--- config.mk ---
export PLATFORM = sky130hd
export DESIGN_NAME = vga_rx_decoder_flat
export DESIGN_NICKNAME = d
export VERILOG_FILES = /design/src/rtl/vga_rx_decoder_if.sv /design/src/rtl/vga_rx_decoder.sv /design/src/flat_wrapper.sv
export SDC_FILE = /design/constraint.sdc
export NUM_CORES = 1
export LEC_CHECK = 0
export BUFFER_PORTS_ARGS = -buffer_cell sky130_fd_sc_hd__buf_4
export CAP_MARGIN = 20
export CELL_PAD_IN_SITES_DETAIL_PLACEMENT = 1
export CELL_PAD_IN_SITES_GLOBAL_PLACEMENT = 2
export CORE_ASPECT_RATIO = 0.5
export CORE_UTILIZATION = 38
export CTS_CLUSTER_SIZE = 14
export DETAILED_ROUTE_END_ITERATION = 7
export GPL_ROUTABILITY_DRIVEN = 0
export PLACE_DENSITY_LB_ADDON = 0.1
export RECOVER_POWER = 25
export SKIP_LAST_GASP = 1
export SYNTH_ARGS = -nofsm -noshare
export SYNTH_HDL_FRONTEND = slang
export SYNTH_SLANG_ARGS = --single-unit
--- constraint.sdc ---
create_clock -name clk -period 2.7 [get_ports clk]
set_clock_uncertainty 0.2 [all_clocks]
set_input_delay 0.135 -clock clk [delete_from_list [all_inputs] [get_ports clk]]
set_output_delay 0.135 -clock clk [all_outputs]
set_load 0.02 [all_outputs]
--- src/rtl/vga_rx_decoder_if.sv ---
// Video-in / pixel-out bundle between a VGA timing source and vga_rx_decoder.
interface vga_rx_decoder_if;
   logic        hs;
   logic        vs;
   logic [11:0] rgb;
   logic [9:0]  pix_x;
   logic [9:0]  pix_y;
   logic [11:0] pix_data;
   logic        pix_valid;
   logic        frame_start;
   logic        locked;
   logic        err;

   modport master (
      output hs, vs, rgb,
      input  pix_x, pix_y, pix_data, pix_valid, frame_start, locked, err
   );

   modport slave (
      input  hs, vs, rgb,
      output pix_x, pix_y, pix_data, pix_valid, frame_start, locked, err
   );
endinterface

--- src/rtl/vga_rx_decoder.sv ---
// VGA receive decoder: recovers pixel coordinates from hs/vs, verifies line and
// frame timing, and forwards active pixels once the timing has been stable long enough.
module vga_rx_decoder #(
   parameter int unsigned HS_TOTAL    = 800,
   parameter int unsigned HS_LEFT     = 144,
   parameter int unsigned H_ACTIVE    = 640,
   parameter int unsigned VS_TOTAL    = 525,
   parameter int unsigned VS_TOP      = 35,
   parameter int unsigned V_ACTIVE    = 480,
   parameter int unsigned LOCK_FRAMES = 2
) (
   input logic             clk,
   input logic             rstn,
   vga_rx_decoder_if.slave vif
);
   localparam logic [9:0] H_LO    = 10'(HS_LEFT);
   localparam logic [9:0] H_HI    = 10'(HS_LEFT + H_ACTIVE);
   localparam logic [9:0] V_LO    = 10'(VS_TOP);
   localparam logic [9:0] V_HI    = 10'(VS_TOP + V_ACTIVE);
   localparam logic [9:0] H_LAST  = 10'(HS_TOTAL - 1);
   localparam logic [9:0] V_LAST  = 10'(VS_TOTAL - 1);
   localparam logic [9:0] CNT_MAX = '1;
   localparam logic [9:0] TMO_PRE = 10'h3FE;
   localparam int unsigned GW     = $clog2(LOCK_FRAMES + 1);
   localparam logic [GW-1:0] GOOD_LOCK = GW'(LOCK_FRAMES);

   typedef enum logic [1:0] {HUNT, CHECK, LOCKED} state_e;

   state_e          state_q, state_d;
   logic [GW-1:0]   good_q, good_d;
   logic            hs_s1_q, hs_s1_d, hs_s2_q, hs_s2_d;
   logic            vs_s1_q, vs_s1_d, vs_s2_q, vs_s2_d;
   logic [11:0]     rgb_s1_q, rgb_s1_d, rgb_s2_q, rgb_s2_d;
   logic [9:0]      h_q, h_d, v_q, v_d;
   logic            line_seen_q, line_seen_d;
   logic            fault_q, fault_d;
   logic [9:0]      pix_x_q, pix_x_d, pix_y_q, pix_y_d;
   logic [11:0]     pix_data_q, pix_data_d;
   logic            pix_valid_q, pix_valid_d;
   logic            frame_start_q, frame_start_d;
   logic            locked_q, locked_d;
   logic            err_q, err_d;

   logic hs_rise, vs_rise, line_bad, frame_bad, sync_bad, timeout, active;

   always_ff @(posedge clk or negedge rstn) begin
      if (!rstn) begin
         state_q       <= HUNT;
         good_q        <= '0;
         hs_s1_q       <= 1'b0;
         hs_s2_q       <= 1'b0;
         vs_s1_q       <= 1'b0;
         vs_s2_q       <= 1'b0;
         rgb_s1_q      <= '0;
         rgb_s2_q      <= '0;
         h_q           <= '0;
         v_q           <= '0;
         line_seen_q   <= 1'b0;
         fault_q       <= 1'b0;
         pix_x_q       <= '1;
         pix_y_q       <= '1;
         pix_data_q    <= '0;
         pix_valid_q   <= 1'b0;
         frame_start_q <= 1'b0;
         locked_q      <= 1'b0;
         err_q         <= 1'b0;
      end else begin
         state_q       <= state_d;
         good_q        <= good_d;
         hs_s1_q       <= hs_s1_d;
         hs_s2_q       <= hs_s2_d;
         vs_s1_q       <= vs_s1_d;
         vs_s2_q       <= vs_s2_d;
         rgb_s1_q      <= rgb_s1_d;
         rgb_s2_q      <= rgb_s2_d;
         h_q           <= h_d;
         v_q           <= v_d;
         line_seen_q   <= line_seen_d;
         fault_q       <= fault_d;
         pix_x_q       <= pix_x_d;
         pix_y_q       <= pix_y_d;
         pix_data_q    <= pix_data_d;
         pix_valid_q   <= pix_valid_d;
         frame_start_q <= frame_start_d;
         locked_q      <= locked_d;
         err_q         <= err_d;
      end
   end

   always_comb begin
      hs_s1_d  = vif.hs;
      vs_s1_d  = vif.vs;
      rgb_s1_d = vif.rgb;
      hs_s2_d  = hs_s1_q;
      vs_s2_d  = vs_s1_q;
      rgb_s2_d = rgb_s1_q;

      hs_rise = hs_s1_q & ~hs_s2_q;
      vs_rise = vs_s1_q & ~vs_s2_q;

      // h/v update on the rise edge so that h_q/v_q describe the sample held in s2
      h_d = hs_rise ? '0 : ((h_q == CNT_MAX) ? h_q : h_q + 10'd1);
      if (vs_rise)
         v_d = '0;
      else if (hs_rise && (v_q != CNT_MAX))
         v_d = v_q + 10'd1;
      else
         v_d = v_q;

      line_bad  = hs_rise && line_seen_q && (h_q != H_LAST);
      frame_bad = vs_rise && (v_q != V_LAST);
      sync_bad  = vs_rise && !hs_rise;
      timeout   = !hs_rise && (h_q == TMO_PRE);
      fault_d   = (state_q != HUNT) && (line_bad || frame_bad || sync_bad || timeout);

      line_seen_d = fault_d ? 1'b0 : (hs_rise ? 1'b1 : line_seen_q);

      state_d = state_q;
      good_d  = good_q;
      case (state_q)
         HUNT: begin
            if (vs_rise) begin
               state_d = CHECK;
               good_d  = '0;
            end
         end
         CHECK, LOCKED: begin
            if (fault_d) begin
               // a faulting vs_rise doubles as the first vs_rise of the new hunt
               good_d  = '0;
               state_d = vs_rise ? CHECK : HUNT;
            end else if (vs_rise && (state_q == CHECK)) begin
               good_d = good_q + 1'b1;
               if (good_q + 1'b1 == GOOD_LOCK)
                  state_d = LOCKED;
            end
         end
         default: begin
            state_d = HUNT;
            good_d  = '0;
         end
      endcase

      active        = (h_q >= H_LO) && (h_q < H_HI) && (v_q >= V_LO) && (v_q < V_HI);
      pix_valid_d   = (state_q == LOCKED) && active;
      pix_x_d       = pix_valid_d ? h_q - H_LO : '1;
      pix_y_d       = pix_valid_d ? v_q - V_LO : '1;
      pix_data_d    = pix_valid_d ? rgb_s2_q : '0;
      frame_start_d = pix_valid_d && (h_q == H_LO) && (v_q == V_LO);
      locked_d      = (state_q == LOCKED);
      err_d         = fault_q;
   end

   assign vif.pix_x       = pix_x_q;
   assign vif.pix_y       = pix_y_q;
   assign vif.pix_data    = pix_data_q;
   assign vif.pix_valid   = pix_valid_q;
   assign vif.frame_start = frame_start_q;
   assign vif.locked      = locked_q;
   assign vif.err         = err_q;
endmodule

--- src/flat_wrapper.sv ---
// flat-port wrapper written by rule: the top's interface ports become plain ports
module vga_rx_decoder_flat 
#(
   parameter int unsigned HS_TOTAL    = 800,
   parameter int unsigned HS_LEFT     = 144,
   parameter int unsigned H_ACTIVE    = 640,
   parameter int unsigned VS_TOTAL    = 525,
   parameter int unsigned VS_TOP      = 35,
   parameter int unsigned V_ACTIVE    = 480,
   parameter int unsigned LOCK_FRAMES = 2
)
  (clk, rstn, vif_hs, vif_vs, vif_rgb, vif_pix_x, vif_pix_y, vif_pix_data, vif_pix_valid, vif_frame_start, vif_locked, vif_err);
  vga_rx_decoder_if vif_i ();
  input logic clk;
  input logic rstn;
  input wire logic [$bits(vif_i.hs)-1:0] vif_hs;
  input wire logic [$bits(vif_i.vs)-1:0] vif_vs;
  input wire logic [$bits(vif_i.rgb)-1:0] vif_rgb;
  output wire logic [$bits(vif_i.pix_x)-1:0] vif_pix_x;
  output wire logic [$bits(vif_i.pix_y)-1:0] vif_pix_y;
  output wire logic [$bits(vif_i.pix_data)-1:0] vif_pix_data;
  output wire logic [$bits(vif_i.pix_valid)-1:0] vif_pix_valid;
  output wire logic [$bits(vif_i.frame_start)-1:0] vif_frame_start;
  output wire logic [$bits(vif_i.locked)-1:0] vif_locked;
  output wire logic [$bits(vif_i.err)-1:0] vif_err;
  assign vif_i.hs = vif_hs;
  assign vif_i.vs = vif_vs;
  assign vif_i.rgb = vif_rgb;
  assign vif_pix_x = vif_i.pix_x;
  assign vif_pix_y = vif_i.pix_y;
  assign vif_pix_data = vif_i.pix_data;
  assign vif_pix_valid = vif_i.pix_valid;
  assign vif_frame_start = vif_i.frame_start;
  assign vif_locked = vif_i.locked;
  assign vif_err = vif_i.err;
  vga_rx_decoder #(.HS_TOTAL(HS_TOTAL), .HS_LEFT(HS_LEFT), .H_ACTIVE(H_ACTIVE), .VS_TOTAL(VS_TOTAL), .VS_TOP(VS_TOP), .V_ACTIVE(V_ACTIVE), .LOCK_FRAMES(LOCK_FRAMES)) u_core (.clk(clk), .rstn(rstn), .vif(vif_i));
endmodule
==> results of run 1 <==
[cell type report]
cell class / count / area [um2]
fillers: 1037 / 4730
flip-flops and latches: 90 / 2280
multi-input cells: 201 / 1320
repair buffers: 83 / 679
clock buffers: 10 / 229
well taps: 135 / 169
inverters: 14 / 52.6
clock inverters: 6 / 51.3
[cell usage in the layout, fill, tap and decap left out, types with 4 or more instances in the layout]
cell / instances
sky130_fd_sc_hd__nand2_1: 28
sky130_fd_sc_hd__clkbuf_16: 9
sky130_fd_sc_hd__and2_1: 16
sky130_fd_sc_hd__clkbuf_4: 13
sky130_fd_sc_hd__and3_1: 6
sky130_fd_sc_hd__nor4_1: 5
sky130_fd_sc_hd__nor3_1: 5
sky130_fd_sc_hd__inv_1: 14
sky130_fd_sc_hd__nand4_1: 5
sky130_fd_sc_hd__dfrtp_1: 70
sky130_fd_sc_hd__xnor2_1: 10
sky130_fd_sc_hd__buf_4: 51
sky130_fd_sc_hd__o21ai_0: 11
sky130_fd_sc_hd__dlygate4sd3_1: 15
sky130_fd_sc_hd__nand3_1: 10
sky130_fd_sc_hd__nor2_1: 16
sky130_fd_sc_hd__ha_1: 13
sky130_fd_sc_hd__nand2b_1: 5
sky130_fd_sc_hd__a21oi_1: 14
sky130_fd_sc_hd__dfstp_2: 20
sky130_fd_sc_hd__or3_1: 7
sky130_fd_sc_hd__xor2_1: 5
sky130_fd_sc_hd__a31oi_1: 4
[worst max-delay path: stages, from the launching register on]
cell,delay (ns)
sky130_fd_sc_hd__dfrtp_1,0.44
sky130_fd_sc_hd__ha_1,0.24
sky130_fd_sc_hd__or3_1,0.43
sky130_fd_sc_hd__o31a_1,0.31
sky130_fd_sc_hd__a2111oi_4,0.39
sky130_fd_sc_hd__buf_12,0.21
sky130_fd_sc_hd__or2b_1,0.24
[worst paths after layout]
kind                                     from                      to  slack [ns]  cells after the start
setup reg to reg                u_core.v_q[0]     u_core.vif.pix_y[1]        0.16                      6
min in group asynchronous                rstn  u_core.vif.pix_data[9]        0.27                      2
hold / removal             u_core.rgb_s1_q[9]      u_core.rgb_s2_q[9]        0.15                      0
max in group asynchronous                rstn     u_core.vif.pix_y[9]        0.98                      4
setup / recovery                u_core.v_q[0]     u_core.vif.pix_y[1]        0.16                      6
hold reg to reg            u_core.rgb_s1_q[9]      u_core.rgb_s2_q[9]        0.15                      0
[logic make-up (layout without fill, tap and decap cells)]
logic type	Yosys count	after routing	synth area share, %
xor gates and xnor gates	15	15	3.50
DFF	90	90	60.7
adders and majority gates	13	13	4.34
buffers and inverters	33	113	4.20
muxes	2	2	0.534
and+or+nand+nor	121	121	17.4
AOI/OAI and AO/OA	50	50	9.27
[per-layer routing]
layer / track usage [%] / part of all wire, %
met1: 24.9 / 49
met2: 28.8 / 45
met3: 5.28 / 4.3
met4: 6.93 / 1.5
met5: 0 / 0
[registers in the layout, indices dropped and copies added, names as in the netlist, 2 cells and up]
| name | cells |
|---|---|
| u_core.vif.pix_data | 12 |
| u_core.h_q | 10 |
| u_core.vif.pix_y | 10 |
| u_core.rgb_s2_q | 12 |
| u_core.v_q | 10 |
| u_core.vif.pix_x | 10 |
| u_core.state_q | 2 |
| u_core.good_q | 2 |
| u_core.rgb_s1_q | 12 |
[power by group through the flow]
stage / sequential (mW) / combinational, mW / clock [mW]
after global placement: 1.54 / 0.396 / 0
after global routing: 1.54 / 0.494 / 1.26
after CTS: 1.52 / 0.443 / 1.21
final: 1.52 / 0.435 / 1.16
after floorplan: 1.53 / 0.271 / 0
after detailed placement: 1.55 / 0.423 / 0
==> flow_summary.json, run 1 <==
{
  "outcome": "completed",
  "post-cts-setup-buffer-count": 0,
  "whs_ns": 0.149,
  "clock_latency_ns": 0.34,
  "slew_viol_final": 0,
  "finalWirelength_mm": 8.46,
  "setup_viol": 0,
  "numClockSinks": 90,
  "p_leak_nw": 2.09,
  "root_cell_of_the_clock_tree": "sky130_fd_sc_hd__clkbuf_16",
  "tns_ns": 0,
  "internal-power_mw": 2.27,
  "routedWlPerCell_um": 15.7,
  "critical_path.max_fanout": 31,
  "p_clk_share_pct": 37.3,
  "final_layout_size_suffix_gt1_share_pct": 27.0,
  "power_frac_comb_pct": 13.9,
  "yosys.area.top_type": "sky130_fd_sc_hd__dfrtp_1",
  "power.total_mw": 3.12,
  "grt.total_usage_pct": 18.5,
  "via_count": 2628,
  "grt_pass1_wl_mm": 14.2,
  "powerDensity_mw_per_mm2": 654,
  "synth_sequential_area_ratio_pct": 60.7,
  "syn-instance-count": 324,
  "clk_pin_slew_ns": 0.06,
  "timing.critical_path.arrival_ns": 2.61,
  "area_delta_synth_final_pct": 27.3,
  "viasPerCell": 4.88,
  "hold_path_class": "reg -> reg",
  "route.antenna.remaining_nets": 0,
  "library_cell_with_the_highest_instance_count_after_synthesis": "sky130_fd_sc_hd__dfrtp_1",
  "worst-endpoint-required_ns": 2.76,
  "finalCritPeriodShare_pct": 94.2,
  "ys_async_sr_fraction_pct": 100,
  "boundaryPins": 52,
  "synthesis_stage_register_bit_count": 90,
  "die-area_mm2": 0.0103,
  "port-buffer-count": 51,
  "fmax_mhz": 393,
  "syn_avg_cell_area_um2": 11.6,
  "cts-htree-levels": 3,
  "synth_warnings": 0,
  "critPathLaunchType": "flop",
  "clock_tree.buffer_depth": 2,
  "largest_net_degree_at_the_start_of_global_routing": 81,
  "number_of_diodes": 0,
  "dominantRegCellSynth": "sky130_fd_sc_hd__dfrtp_1",
  "preCtsSetupSlack_ns": 0.174,
  "die_w_um": 143,
  "core_region_area_mm2": 0.00951,
  "power_frac_seq_pct": 48.8,
  "setup_repair_after_global_routing_missed_its_margin": "false",
  "netlist_area_mm2": 0.00375,
  "max_cap_violation_count": 0,
  "layout_setup_ws_ns": 0.157,
  "synth-edff-count": 0,
  "cts_repair_resize_count": 0,
  "cts_tree": "built",
  "synth_top_area_share_pct": 46.7,
  "post_synth_main_area_contributors": "sky130_fd_sc_hd__dfrtp_1, sky130_fd_sc_hd__dfstp_2, sky130_fd_sc_hd__ha_1",
  "floorplan.initialDensity_pct": 39.4,
  "fin_area_mm2": 0.00477,
  "floorplan.rows": 25,
  "finalWorstPathRequiredPeriod_ns": 2.54,
  "timing_worst_setup_path_type": "reg -> reg",
  "drt_iter0_markers": 94,
  "postSynthNetCount": 353,
  "final-hold-violation-count": 0,
  "detailed_placement_wirelength_estimate_mm": 5.87,
  "switching_power_uw": 855,
  "netSwitchingFraction_pct": 27.4,
  "dieHeight_um": 72.3,
  "hold_bufs_inserted_after_cts": 15,
  "dp.cells": 507,
  "number_of_antenna_violations_at_the_first_check_in_global_routing": 0,
  "grt_pass1_vias": 2763,
  "drc": 0,
  "cts_buffers": 9,
  "gr-total-overflow": 0,
  "place_area_mm2": 0.00433,
  "netlist-cell-type-count": 48,
  "instances_no_fill": 539,
  "post_synth_most_frequent_cells": "sky130_fd_sc_hd__dfrtp_1, sky130_fd_sc_hd__nand2_1, sky130_fd_sc_hd__dfstp_2, sky130_fd_sc_hd__and2_1, sky130_fd_sc_hd__nor2_1",
  "layout_utilization_pct": 50.2,
  "final_nets": 428,
  "critical_path.endpoint_type": "flop",
  "firstDrtPassIters": 4,
  "timing_worst_slew_pin_value_ns": 0.968,
  "max_slew_margin_pct": 35.4,
  "vdd_drop_max_mv": 0.356
}
No activity file was read; power rests on OpenSTA's default activity.
==> inputs of run 2 (changes only) <==
--- a/config.mk
+++ b/config.mk
@@ -16,6 +16,7 @@
 export GPL_ROUTABILITY_DRIVEN = 0
 export PLACE_DENSITY_LB_ADDON = 0.1
 export RECOVER_POWER = 25
+export SETUP_SLACK_MARGIN = 0.4
 export SKIP_LAST_GASP = 1
 export SYNTH_ARGS = -nofsm -noshare
 export SYNTH_HDL_FRONTEND = slang
==> run 2 against run 1 <==
Net effect: fmax increased by 8.6%; global-route usage increased by 0.67 points; combinational power increased by 9.0%; via count increased by 3.6%; total power increased by 7.0%; non-clock buffer count increased by 11; highest routed layer unchanged.
==> flow_summary.json, run 2 (synthesis results as in run 1) <==
{
  "core_region_area_mm2": 0.00951,
  "viasPerCell": 4.95,
  "cp_top_family": "compound AO/OA/AOI/OAI gates",
  "preCtsSetupSlack_ns": 0.187,
  "via_count": 2723,
  "clk_pin_slew_ns": 0.06,
  "slew_viol_final": 0,
  "setup_repair_after_global_routing_missed_its_margin": "true",
  "setup_viol": 0,
  "cts-htree-levels": 3,
  "timing_worst_slew_pin_value_ns": 1.00,
  "firstDrtPassIters": 4,
  "power.total_mw": 3.34,
  "crit_path_top_delay_cell": "sky130_fd_sc_hd__dfrtp_1",
  "boundaryPins": 52,
  "grt_pass1_vias": 2858,
  "crit_path_cell_count": 7,
  "vdd_drop_max_mv": 0.305,
  "critPathLaunchType": "flop",
  "clock_tree.buffer_depth": 2,
  "max_slew_margin_pct": 33.2,
  "clock_latency_ns": 0.34,
  "outcome": "completed",
  "finalCritPeriodShare_pct": 86.7,
  "finalWirelength_mm": 8.95,
  "number_of_antenna_violations_at_the_first_check_in_global_routing": 0,
  "largest_net_degree_at_the_start_of_global_routing": 91,
  "gr-total-overflow": 0,
  "floorplan.rows": 25,
  "cts_tree": "built",
  "r2r.worst_path.cells": 7,
  "grt.total_usage_pct": 19.2,
  "grt_pass1_wl_mm": 14.6,
  "path_cells": "ha_4 > or3_4 > o31a_1 > a2111oi_4 > buf_6 > buf_12 > or2b_1",
  "number_of_diodes": 0,
  "final-hold-violation-count": 0,
  "leading_cell_types_in_the_layout_fill_and_taps_excluded": "sky130_fd_sc_hd__dfrtp_1, sky130_fd_sc_hd__buf_4, sky130_fd_sc_hd__nand2_1",
  "start_of_the_worst_register_to_register_path": "u_core.v_q[1]",
  "routedWlPerCell_um": 16.3,
  "worst-endpoint-required_ns": 2.76,
  "max_cap_violation_count": 0,
  "worst_setup_path_endpoint": "u_core.vif.pix_y[1]",
  "port-buffer-count": 51,
  "floorplan.initialDensity_pct": 39.4,
  "detailed_placement_wirelength_estimate_mm": 5.82,
  "dieHeight_um": 72.3,
  "final_nets": 439,
  "layout_setup_ws_ns": 0.359,
  "route.antenna.remaining_nets": 0,
  "timing.reg2reg.setup_slack_ns": 0.36,
  "layout.cells.most_common": "sky130_fd_sc_hd__dfrtp_1",
  "drc": 0,
  "drt_iter0_markers": 90,
  "root_cell_of_the_clock_tree": "sky130_fd_sc_hd__clkbuf_16",
  "whs_path_depth": 0,
  "critical_path.max_stage_delay_ns": 0.41,
  "timing_worst_setup_path_type": "reg -> reg",
  "final_layout_size_suffix_gt1_share_pct": 32.5,
  "tns_ns": 0,
  "critPathLaunch": "u_core.v_q[1]",
  "cp_num_buf_inv": 2,
  "die_w_um": 143,
  "powerDensity_mw_per_mm2": 660,
  "fmax_mhz": 427,
  "p_leak_nw": 2.24,
  "cts_buffers": 9,
  "numClockSinks": 90,
  "finalWorstPathRequiredPeriod_ns": 2.34,
  "worst_r2r_endpoint": "u_core.vif.pix_y[1]",
  "critical_path.max_fanout": 8,
  "die-area_mm2": 0.0103,
  "hold_path_class": "reg -> reg",
  "timing.critical_path.arrival_ns": 2.40,
  "area_delta_synth_final_pct": 35.0,
  "critical_path.endpoint_type": "flop"
}
## run 2: routing by layer
metal | share of wire [%] | vias to the layer above | global-route usage (%)
met5 | 0 | - | 0
met4 | 1.2 | 0 | 6.57
met3 | 3.7 | 10 | 5.28
met2 | 47 | 45 | 31.2
met1 | 48 | 1384 | 25.0
li1 | - | 1284 | -
## run 2: final cells by class
type	count	area [um2]
fill	1017	4450
inverter	14	52.6
clock buffer	10	229
tap	135	169
sequential	90	2280
multi-input combinational	201	1400
timing repair buffer	94	842
clock inverter	6	93.8
## run 2: power breakdown
part           switching, mW  internal (mW)  leakage (nW)
logic                  0.267          0.208         0.977
registers             0.0805           1.44          1.11
clock network          0.520          0.821         0.154
## run 2: through the flow
step | utilization (%) | hold slack, ns | std cells | instance area, um2
3_5_place_dp | 45.4 | 0.0453 | 505 | 4320
4_1_cts | 52.2 | 0.152 | 546 | 4960
5_1_grt | 53.2 | 0.159 | 550 | 5060
2_1_floorplan | - | -0.361 | 324 | 3750
3_3_place_gp | 45.4 | 0.0444 | 505 | 4320
6_report | 53.2 | 0.147 | 550 | 5060
## run 2: worst register-to-register path: stages (launching register included)
cell	delay [ns]
sky130_fd_sc_hd__dfrtp_1	0.41
sky130_fd_sc_hd__ha_4	0.18
sky130_fd_sc_hd__or3_4	0.34
sky130_fd_sc_hd__o31a_1	0.30
sky130_fd_sc_hd__a2111oi_4	0.31
sky130_fd_sc_hd__buf_6	0.18
sky130_fd_sc_hd__buf_12	0.12
sky130_fd_sc_hd__or2b_1	0.23
## run 2: worst min path at each step
stage,start,end,slack (ns)
floorplan,rstn,u_core.err_d,-0.36
global placement,vif_hs,u_core.hs_s1_q,0.04
detailed placement,vif_rgb[7],u_core.rgb_s1_q[7],0.05
CTS,u_core.err_d,u_core.vif.err,0.15
global route,u_core.rgb_s1_q[7],u_core.rgb_s2_q[7],0.16
finish,u_core.err_d,u_core.vif.err,0.15
## run 2: what timing repair did
action	in CTS	in global routing
resized for setup	10	13
setup buffers	7	3
endpoints found under the hold margin	84	0
gates cloned	3	0
endpoints found under the setup margin	36	36
hold buffers	15	0
pin swaps	4	5
==> inputs of run 3 (changes only) <==
==> constraint.sdc (replaced) <==
create_clock -name clk -period 2.7 [get_ports clk]
set_clock_uncertainty 0.2 [all_clocks]
set_input_delay 0.405 -clock clk [delete_from_list [all_inputs] [get_ports clk]]
set_output_delay 0.405 -clock clk [all_outputs]
set_load 0.02 [all_outputs]
==> run 3 against run 2 <==
Net effect: utilization down 0.066 points; design area down 0.12%; critical endpoint is now u_core.vif.pix_x[2]; sequential share of layout area about the same; first-iteration DRC count up 14%; sequential power about the same.
==> flow_summary.json, run 3 (synthesis results as in run 1) <==
{
  "setup_viol": 0,
  "cts_buffers": 9,
  "outcome": "completed",
  "final_nets": 441,
  "boundaryPins": 52,
  "die-area_mm2": 0.0103,
  "powerDensity_mw_per_mm2": 646,
  "fmax_mhz": 446,
  "number_of_diodes": 0,
  "floorplan.initialDensity_pct": 39.4,
  "finalWirelength_mm": 8.94,
  "p_leak_nw": 2.22,
  "largest_net_degree_at_the_start_of_global_routing": 54,
  "hold_path_class": "reg -> reg",
  "die_w_um": 143,
  "tns_ns": 0,
  "slew_viol_final": 0,
  "drt_iter0_markers": 103,
  "dp.cells": 505,
  "drc": 0,
  "detailed_placement_wirelength_estimate_mm": 5.99,
  "gr-total-overflow": 0,
  "root_cell_of_the_clock_tree": "sky130_fd_sc_hd__clkbuf_16",
  "grt_pass1_vias": 2941,
  "cts-htree-levels": 3,
  "finalWorstPathRequiredPeriod_ns": 2.24,
  "critical_path.max_fanout": 8,
  "leading_cell_types_in_the_layout_fill_and_taps_excluded": "sky130_fd_sc_hd__dfrtp_1, sky130_fd_sc_hd__buf_4, sky130_fd_sc_hd__nand2_1",
  "vdd_drop_max_mv": 0.306,
  "clk_pin_slew_ns": 0.06,
  "area_delta_synth_final_pct": 34.8,
  "final-hold-violation-count": 0,
  "final_layout_size_suffix_gt1_share_pct": 33.3,
  "whs_path_depth": 0,
  "via_count": 2731,
  "setup_repair_after_global_routing_missed_its_margin": "false",
  "timing.critical_path.arrival_ns": 2.31,
  "max_slew_margin_pct": 32.8,
  "firstDrtPassIters": 4,
  "critPathLaunchType": "flop",
  "layout_utilization_pct": 53.2,
  "grt.total_usage_pct": 19.3,
  "clock_latency_ns": 0.34,
  "layout.cells.most_common": "sky130_fd_sc_hd__dfrtp_1",
  "floorplan.rows": 25,
  "worst-endpoint-required_ns": 2.77,
  "timing_worst_slew_pin_value_ns": 1.01,
  "route.antenna.remaining_nets": 0,
  "viasPerCell": 4.95,
  "cts_tree": "built",
  "routedWlPerCell_um": 16.2,
  "dieHeight_um": 72.3,
  "finalCritPeriodShare_pct": 83.1,
  "timing_worst_setup_path_type": "reg -> reg",
  "grt_pass1_wl_mm": 14.7,
  "r2r.worst_path.cells": 7,
  "instances_no_fill": 552,
  "max_cap_violation_count": 0,
  "core_region_area_mm2": 0.00951,
  "power.total_mw": 3.27,
  "critical_path.endpoint_type": "flop",
  "clock_tree.buffer_depth": 2,
  "port-buffer-count": 51,
  "numClockSinks": 90,
  "number_of_antenna_violations_at_the_first_check_in_global_routing": 0
}
==> run 3: final timing paths <==
kind | slack, ns | endpoint | start
max | 0.46 | u_core.vif.pix_x[2] | u_core.v_q[1]
min | 0.15 | u_core.vif.err | u_core.err_d
max reg2reg | 0.46 | u_core.vif.pix_x[2] | u_core.v_q[1]
min reg2reg | 0.15 | u_core.vif.err | u_core.err_d
max in group asynchronous | 0.86 | u_core.vif.pix_y[3] | rstn
min in group asynchronous | 0.58 | u_core.rgb_s1_q[7] | rstn
==> run 3: cell type report <==
| type | count | area [um2] |
|---|---|---|
| clock buffer | 10 | 229 |
| tap | 135 | 169 |
| sequential | 90 | 2280 |
| timing repair buffer | 96 | 842 |
| multi-input combinational | 201 | 1410 |
| fill | 1034 | 4450 |
| clock inverter | 6 | 72.6 |
| inverter | 14 | 52.6 |
==> run 3: per-stage QoR <==
stage / hold slack, ns / instance area (um2) / setup slack (ns)
2_1_floorplan: -0.0906 / 3750 / 0.440
3_3_place_gp: 0.132 / 4330 / 0.242
3_5_place_dp: 0.136 / 4330 / 0.192
4_1_cts: 0.151 / 4970 / 0.300
5_1_grt: 0.166 / 5060 / 0.394
6_report: 0.149 / 5060 / 0.457
==> run 3: worst max-delay path, stage by stage (launching register included) <==
cell and delay (ns):
sky130_fd_sc_hd__dfrtp_1 0.42, sky130_fd_sc_hd__ha_4 0.18, sky130_fd_sc_hd__or3_4 0.34, sky130_fd_sc_hd__o31a_1 0.29, sky130_fd_sc_hd__a2111oi_4 0.21, sky130_fd_sc_hd__buf_6 0.17, sky130_fd_sc_hd__buf_12 0.13, sky130_fd_sc_hd__or2b_1 0.24
==> run 3: report_power, final <==
part	switching, mW	leakage, nW	internal, mW
registers	0.0806	1.11	1.44
logic	0.270	0.968	0.219
clock network	0.529	0.144	0.727
==> run 3: metal layers <==
layer	track usage [%]	routed length (um)	vias up	part of all wire [%]
met3	4.22	256	11	2.9
met4	6.45	97	0	1.1
met5	0	0	-	0
met1	25.1	4220	1396	47
li1	-	-	1289	-
met2	32.4	4370	35	49
==> run 3: timing repair <==
| item | in CTS | in global routing |
|---|---|---|
| cloned | 3 | 0 |
| buffers inserted | 8 | 5 |
| pin swaps | 4 | 3 |
| hold buffers | 15 | 0 |
| gates resized for setup | 13 | 11 |
| setup endpoints to repair | 36 | 36 |
| hold endpoints to repair | 49 | 0 |
